--- src/rtl/alu_seq_unit.sv ---
// Multi-cycle ALU: single-cycle logic/arith, bit-serial shifts, shift-add multiply; 1..WIDTH cycles.
// Start is accepted only while Busy=0; Busy covers the Done cycle, so a Start coincident with Done is dropped.
module alu_seq_unit #(
   parameter int WIDTH = 16,
   parameter int CNT_W = 5
) (
   input  logic             Clock,
   input  logic             Reset,
   input  logic             Start,
   input  logic [2:0]       Op,
   input  logic             WF,
   input  logic [WIDTH-1:0] A,
   input  logic [WIDTH-1:0] B,
   output logic [WIDTH-1:0] ALUOut,
   output logic [3:0]       Flags,
   output logic             Busy,
   output logic             Done
);

   localparam logic [2:0] OP_ADD = 3'b000;
   localparam logic [2:0] OP_SUB = 3'b001;
   localparam logic [2:0] OP_AND = 3'b010;
   localparam logic [2:0] OP_OR  = 3'b011;
   localparam logic [2:0] OP_XOR = 3'b100;
   localparam logic [2:0] OP_LSL = 3'b101;
   localparam logic [2:0] OP_LSR = 3'b110;
   localparam logic [2:0] OP_MUL = 3'b111;

   typedef enum logic {IDLE, EXEC} state_t;

   state_t           state, state_nxt;
   logic [WIDTH-1:0] a_q, b_q, acc;
   logic [2:0]       op_q;
   logic             wf_q;
   logic [CNT_W-1:0] cnt, cnt_load;
   logic             accept, last;

   logic [WIDTH:0]   add_s, sub_s, mul_s;
   logic [WIDTH-1:0] res, step_acc, step_b;
   logic             c_new, c_upd, o_new, o_upd;

   assign accept = (state == IDLE) && !Done && Start;
   assign last   = (state == EXEC) && (cnt == CNT_W'(1));
   assign Busy   = (state == EXEC) || Done;

   always_ff @(posedge Clock or negedge Reset) begin
      if (!Reset) state <= IDLE;
      else        state <= state_nxt;
   end

   always_comb begin
      state_nxt = state;
      case (state)
         IDLE:    if (accept) state_nxt = EXEC;
         EXEC:    if (last)   state_nxt = IDLE;
         default: state_nxt = IDLE;
      endcase
   end

   always_comb begin
      cnt_load = CNT_W'(1);
      if (Op == OP_MUL)
         cnt_load = CNT_W'(WIDTH);
      else if ((Op == OP_LSL || Op == OP_LSR) && B[3:0] != 4'd0)
         cnt_load = CNT_W'(B[3:0]);
   end

   // Shifts and MUL advance one step per EXEC cycle; the step taken on the last cycle is the result.
   always_comb begin
      add_s    = {1'b0, a_q} + {1'b0, b_q};
      sub_s    = {1'b0, a_q} - {1'b0, b_q};
      mul_s    = {1'b0, acc} + (b_q[0] ? {1'b0, a_q} : '0);
      res      = '0;
      step_acc = acc;
      step_b   = b_q;
      c_new    = 1'b0;
      c_upd    = 1'b0;
      o_new    = 1'b0;
      o_upd    = 1'b0;
      case (op_q)
         OP_ADD: begin
            res   = add_s[WIDTH-1:0];
            c_new = add_s[WIDTH];
            c_upd = 1'b1;
            o_new = (a_q[WIDTH-1] == b_q[WIDTH-1]) && (res[WIDTH-1] != a_q[WIDTH-1]);
            o_upd = 1'b1;
         end
         OP_SUB: begin
            res   = sub_s[WIDTH-1:0];
            c_new = ~sub_s[WIDTH];
            c_upd = 1'b1;
            o_new = (a_q[WIDTH-1] != b_q[WIDTH-1]) && (res[WIDTH-1] != a_q[WIDTH-1]);
            o_upd = 1'b1;
         end
         OP_AND: res = a_q & b_q;
         OP_OR:  res = a_q | b_q;
         OP_XOR: res = a_q ^ b_q;
         OP_LSL: begin
            if (b_q[3:0] != 4'd0) begin
               step_acc = {acc[WIDTH-2:0], 1'b0};
               c_new    = acc[WIDTH-1];
               c_upd    = 1'b1;
            end
            res = step_acc;
         end
         OP_LSR: begin
            if (b_q[3:0] != 4'd0) begin
               step_acc = {1'b0, acc[WIDTH-1:1]};
               c_new    = acc[0];
               c_upd    = 1'b1;
            end
            res = step_acc;
         end
         OP_MUL: begin
            // acc holds the upper product half, b_q shifts out multiplier bits and fills with the lower half
            step_acc = mul_s[WIDTH:1];
            step_b   = {mul_s[0], b_q[WIDTH-1:1]};
            res      = step_b;
            c_new    = |step_acc;
            c_upd    = 1'b1;
         end
         default: res = '0;
      endcase
   end

   always_ff @(posedge Clock or negedge Reset) begin
      if (!Reset) begin
         a_q    <= '0;
         b_q    <= '0;
         acc    <= '0;
         op_q   <= OP_ADD;
         wf_q   <= 1'b0;
         cnt    <= '0;
         ALUOut <= '0;
         Flags  <= '0;
         Done   <= 1'b0;
      end else begin
         Done <= 1'b0;
         if (accept) begin
            a_q  <= A;
            b_q  <= B;
            op_q <= Op;
            wf_q <= WF;
            acc  <= (Op == OP_MUL) ? '0 : A;
            cnt  <= cnt_load;
         end else if (state == EXEC) begin
            acc <= step_acc;
            b_q <= step_b;
            cnt <= cnt - CNT_W'(1);
            if (last) begin
               ALUOut <= res;
               Done   <= 1'b1;
               if (wf_q)
                  Flags <= {(res == '0), (c_upd ? c_new : Flags[2]),
                            res[WIDTH-1], (o_upd ? o_new : Flags[0])};
            end
         end
      end
   end

endmodule

--- config.mk ---
export PLATFORM = sky130hd
export DESIGN_NAME = alu_seq_unit
export DESIGN_NICKNAME = d
export VERILOG_FILES = /design/src/rtl/alu_seq_unit.sv
export SDC_FILE = /design/constraint.sdc
export NUM_CORES = 1
export LEC_CHECK = 0
export CAP_MARGIN = 15
export CORE_AREA = 2 2 129 131
export CTS_CLUSTER_DIAMETER = 200
export CTS_CLUSTER_SIZE = 20
export DETAILED_ROUTE_END_ITERATION = 10
export DIE_AREA = 0 0 131 133
export PLACE_DENSITY = 0.76
export SLEW_MARGIN = 20
export SYNTH_ARGS = -nofsm -noshare
export SYNTH_HDL_FRONTEND = slang
export SYNTH_SLANG_ARGS = --single-unit
export TNS_END_PERCENT = 100
--- constraint.sdc ---
create_clock -name Clock -period 3.7 [get_ports Clock]
set_input_delay 0.74 -clock Clock [delete_from_list [all_inputs] [get_ports Clock]]
set_output_delay 0.74 -clock Clock [all_outputs]
set_load 0.005 [all_outputs]
==> results of run 1 <==
-- layer usage --
layer	share of wire (%)	global-route usage, %
met1	43	45.3
met2	45	47.8
met3	8.5	6.87
met4	3.5	12.9
met5	0	0
-- flip-flops by register name (all words and copies together), names as in the netlist --
name / flops
state: 1
ALUOut: 16
cnt: 5
b_q: 16
op_q: 3
Done: 1
a_q: 16
wf_q: 1
Flags: 4
acc: 16
-- cell families after synthesis --
kind of cell | count (synthesis) | share of synthesized area, %
adder cells (fa/ha/maj) | 69 | 11.2
AND/OR/NAND/NOR | 355 | 21.7
multiplexers | 15 | 2.21
XOR/XNOR | 23 | 2.56
buffers and inverters | 128 | 6.43
flip-flops | 79 | 25.1
AO/OA/AOI/OAI | 371 | 30.7
-- area by class of cell --
type | instances | area (sq um)
clock inverter | 7 | 52.6
tap | 220 | 275
inverter | 64 | 240
timing repair buffer | 99 | 916
fill | 1552 | 7080
clock buffer | 9 | 225
multi-input combinational | 833 | 5400
sequential | 79 | 1980
-- layout by cell type, fill, tap and decap left out, types with 5 or more instances in the layout --
cell and count:
clkdlybuf4s50_1 59, clkbuf_16 9, dfrtp_1 79, and3_1 6
mux2i_1 5, a22oi_1 15, o22ai_1 19, o31ai_1 7
nor3b_1 5, nor4_1 8, buf_4 38, nor2b_1 13
nand3_1 29, nand2_1 103, a21oi_1 97, o221ai_1 6
xor2_1 8, o21bai_1 5, inv_1 62, nor2_1 107
a32oi_1 5, nand4_1 5, a211oi_1 35, ha_1 66
o211ai_1 9, a31oi_1 19, a211o_1 5, nand2b_1 18
and2_1 8, nor3_1 19, or3_1 6, xnor2_1 15
a221oi_1 10, mux2_2 9, a21o_1 9, o21ai_0 81
-- worst paths after layout --
path | startpoint | end | slack [ps] | cells after the start
max | b_q[0] | Flags[3] | 310 | 11
max reg2reg | b_q[0] | Flags[3] | 310 | 11
min | Reset | ALUOut[8] | 390 | 1
min reg2reg | ALUOut[12] | ALUOut[12] | 470 | 2
max in group asynchronous | Reset | cnt[2] | 2630 | 2
min in group Clock | ALUOut[12] | ALUOut[12] | 470 | 2
-- through the flow --
| step | hold slack [ps] | total power, mW | util, % | setup slack (ps) |
|---|---|---|---|---|
| after CTS | 402 | 9.94 | 56.2 | 300 |
| after floorplan | 444 | 6.87 | - | 592 |
| final | 385 | 10.1 | 56.2 | 310 |
| after global placement | 460 | 8.94 | 54.5 | 321 |
| after global routing | 423 | 10.9 | 56.2 | 7.18 |
| after detailed placement | 464 | 9.02 | 54.5 | 314 |
-- power by group --
group / switching [mW] / internal [mW] / leakage, nW
logic: 4.43 / 2.98 / 2.76
clock network: 0.414 / 0.461 / 0.137
registers: 0.592 / 1.26 / 0.915
-- critical path: stages, from the launching register on --
cell and delay (ps):
dfrtp_1 460, ha_1 240, fa_1 430, or2_4 290, a211oi_4 320, o31ai_2 150, nand4b_1 150, a31oi_1 110
or4_4 520, a2111oi_4 360, nand4_1 140, o21ai_1 150
-- what timing repair did --
action,in CTS,in global routing
endpoints found under the setup margin,0,1
gates resized for setup,0,1
hold endpoints to repair,0,0
setup buffers,0,0
==> impl_metrics.env, run 1 <==
export IMPL_drt_initial_drc_count=946
export IMPL_worst_clock_skew_ps=10.9
export IMPL_yosysTopAreaCell="dfrtp_1"
export IMPL_relSlewSlack_pct=38.7
export IMPL_fp_row_count=47
export IMPL_root_buffer="clkbuf_16"
export IMPL_synth_most_common_cell="nor2_1"
export IMPL_diodes=0
export IMPL_syn_inst=1040
export IMPL_seq_area_frac_synth_pct=25.1
export IMPL_post_route_period_util_pct=91.6
export IMPL_synth_edff_count=0
export IMPL_worstPathRequired_ps=3990
export IMPL_io_pins=61
export IMPL_dpl_hpwl_mm=20.8
export IMPL_setup_viol=0
export IMPL_coreArea_sq_um=16200
export IMPL_cap_viol_max_count=0
export IMPL_min_period_ps=3390
export IMPL_via_count=8345
export IMPL_grt_overflow=0
export IMPL_synth_ff_type="dfrtp_1"
export IMPL_clkSinkCount=79
export IMPL_dr_pass1_iters=5
export IMPL_dp_cells=1295
export IMPL_grt_antenna_before_repair=0
export IMPL_cp_arrival_ps=3680
export IMPL_dieArea_sq_um=17400
export IMPL_finalNonFillerCells=1311
export IMPL_yosys_warnings=0
export IMPL_crit_type="flip-flop to flip-flop"
export IMPL_syn_area_per_cell_sq_um=7.57
export IMPL_ir_drop_uv=528
export IMPL_htree_levels=3
export IMPL_tritoncts="yes"
export IMPL_die_w_microns=131
export IMPL_wl_per_cell_microns=20.9
export IMPL_track_usage_pct=32.2
export IMPL_grt_max_degree=46
export IMPL_synth_common_cells="nor2_1 (108), nand2_1 (103), a21oi_1 (98)"
export IMPL_slew_viol_final=0
export IMPL_drt_total_wl_mm=27.5
export IMPL_cts_hold_buf=0
export IMPL_status="complete, no violations"
export IMPL_synth_async_reset_ratio_pct=100
export IMPL_routed_via_density=6.37
export IMPL_power_per_cell_area_nw_per_um2=1120
export IMPL_cp_end_kind="flip-flop"
export IMPL_rsz0062_at_grt="false"
export IMPL_startpoint_type="flip-flop"
export IMPL_p_leak_nw=3.81
export IMPL_io_buffers=60
export IMPL_cts_buffer_depth=2
export IMPL_place_area_sq_um=8810
export IMPL_crit_path_max_fanout=6
export IMPL_syn_nets=1148
export IMPL_tightest_slew_ps=915
export IMPL_clk_latency_ps=370
export IMPL_netlist_area_sq_um=7880
export IMPL_grt_pass1_wl_mm=43.2
export IMPL_cts_buffers=9
export IMPL_synth_top_cell_area_share_pct=25.1
export IMPL_nets=1194
export IMPL_start_util_pct=48.7
export IMPL_ys_ff_latch=79
export IMPL_timing_fmax_mhz=295
export IMPL_hold_violations=0
export IMPL_area_growth_pct=15.4
export IMPL_die_h_microns=133
export IMPL_clk_pin_slew_ps=70
export IMPL_ant_nets=0
export IMPL_drive_above_1_share_pct=8.16
export IMPL_fin_tns_setup_ps=0
export IMPL_grt_pass1_vias=7793
export IMPL_final_cell_area_sq_um=9090
export IMPL_drc=0
export IMPL_synth_area_leaders="dfrtp_1 (25%), ha_1 (10%), a21oi_1 (6.2%)"
export IMPL_hold_path_class="input port to asynchronous set/reset pin"
export IMPL_place_gp_congestion=1.03
export IMPL_synth_cell_types=80
Note: power is estimated with default switching activity, not from simulation.
==> run 2: changes to the inputs <==
- CTS_CLUSTER_DIAMETER: 200 -> 60
==> results of run 2 <==
The final DEF is identical to that of run 1; final timing and power are the same.
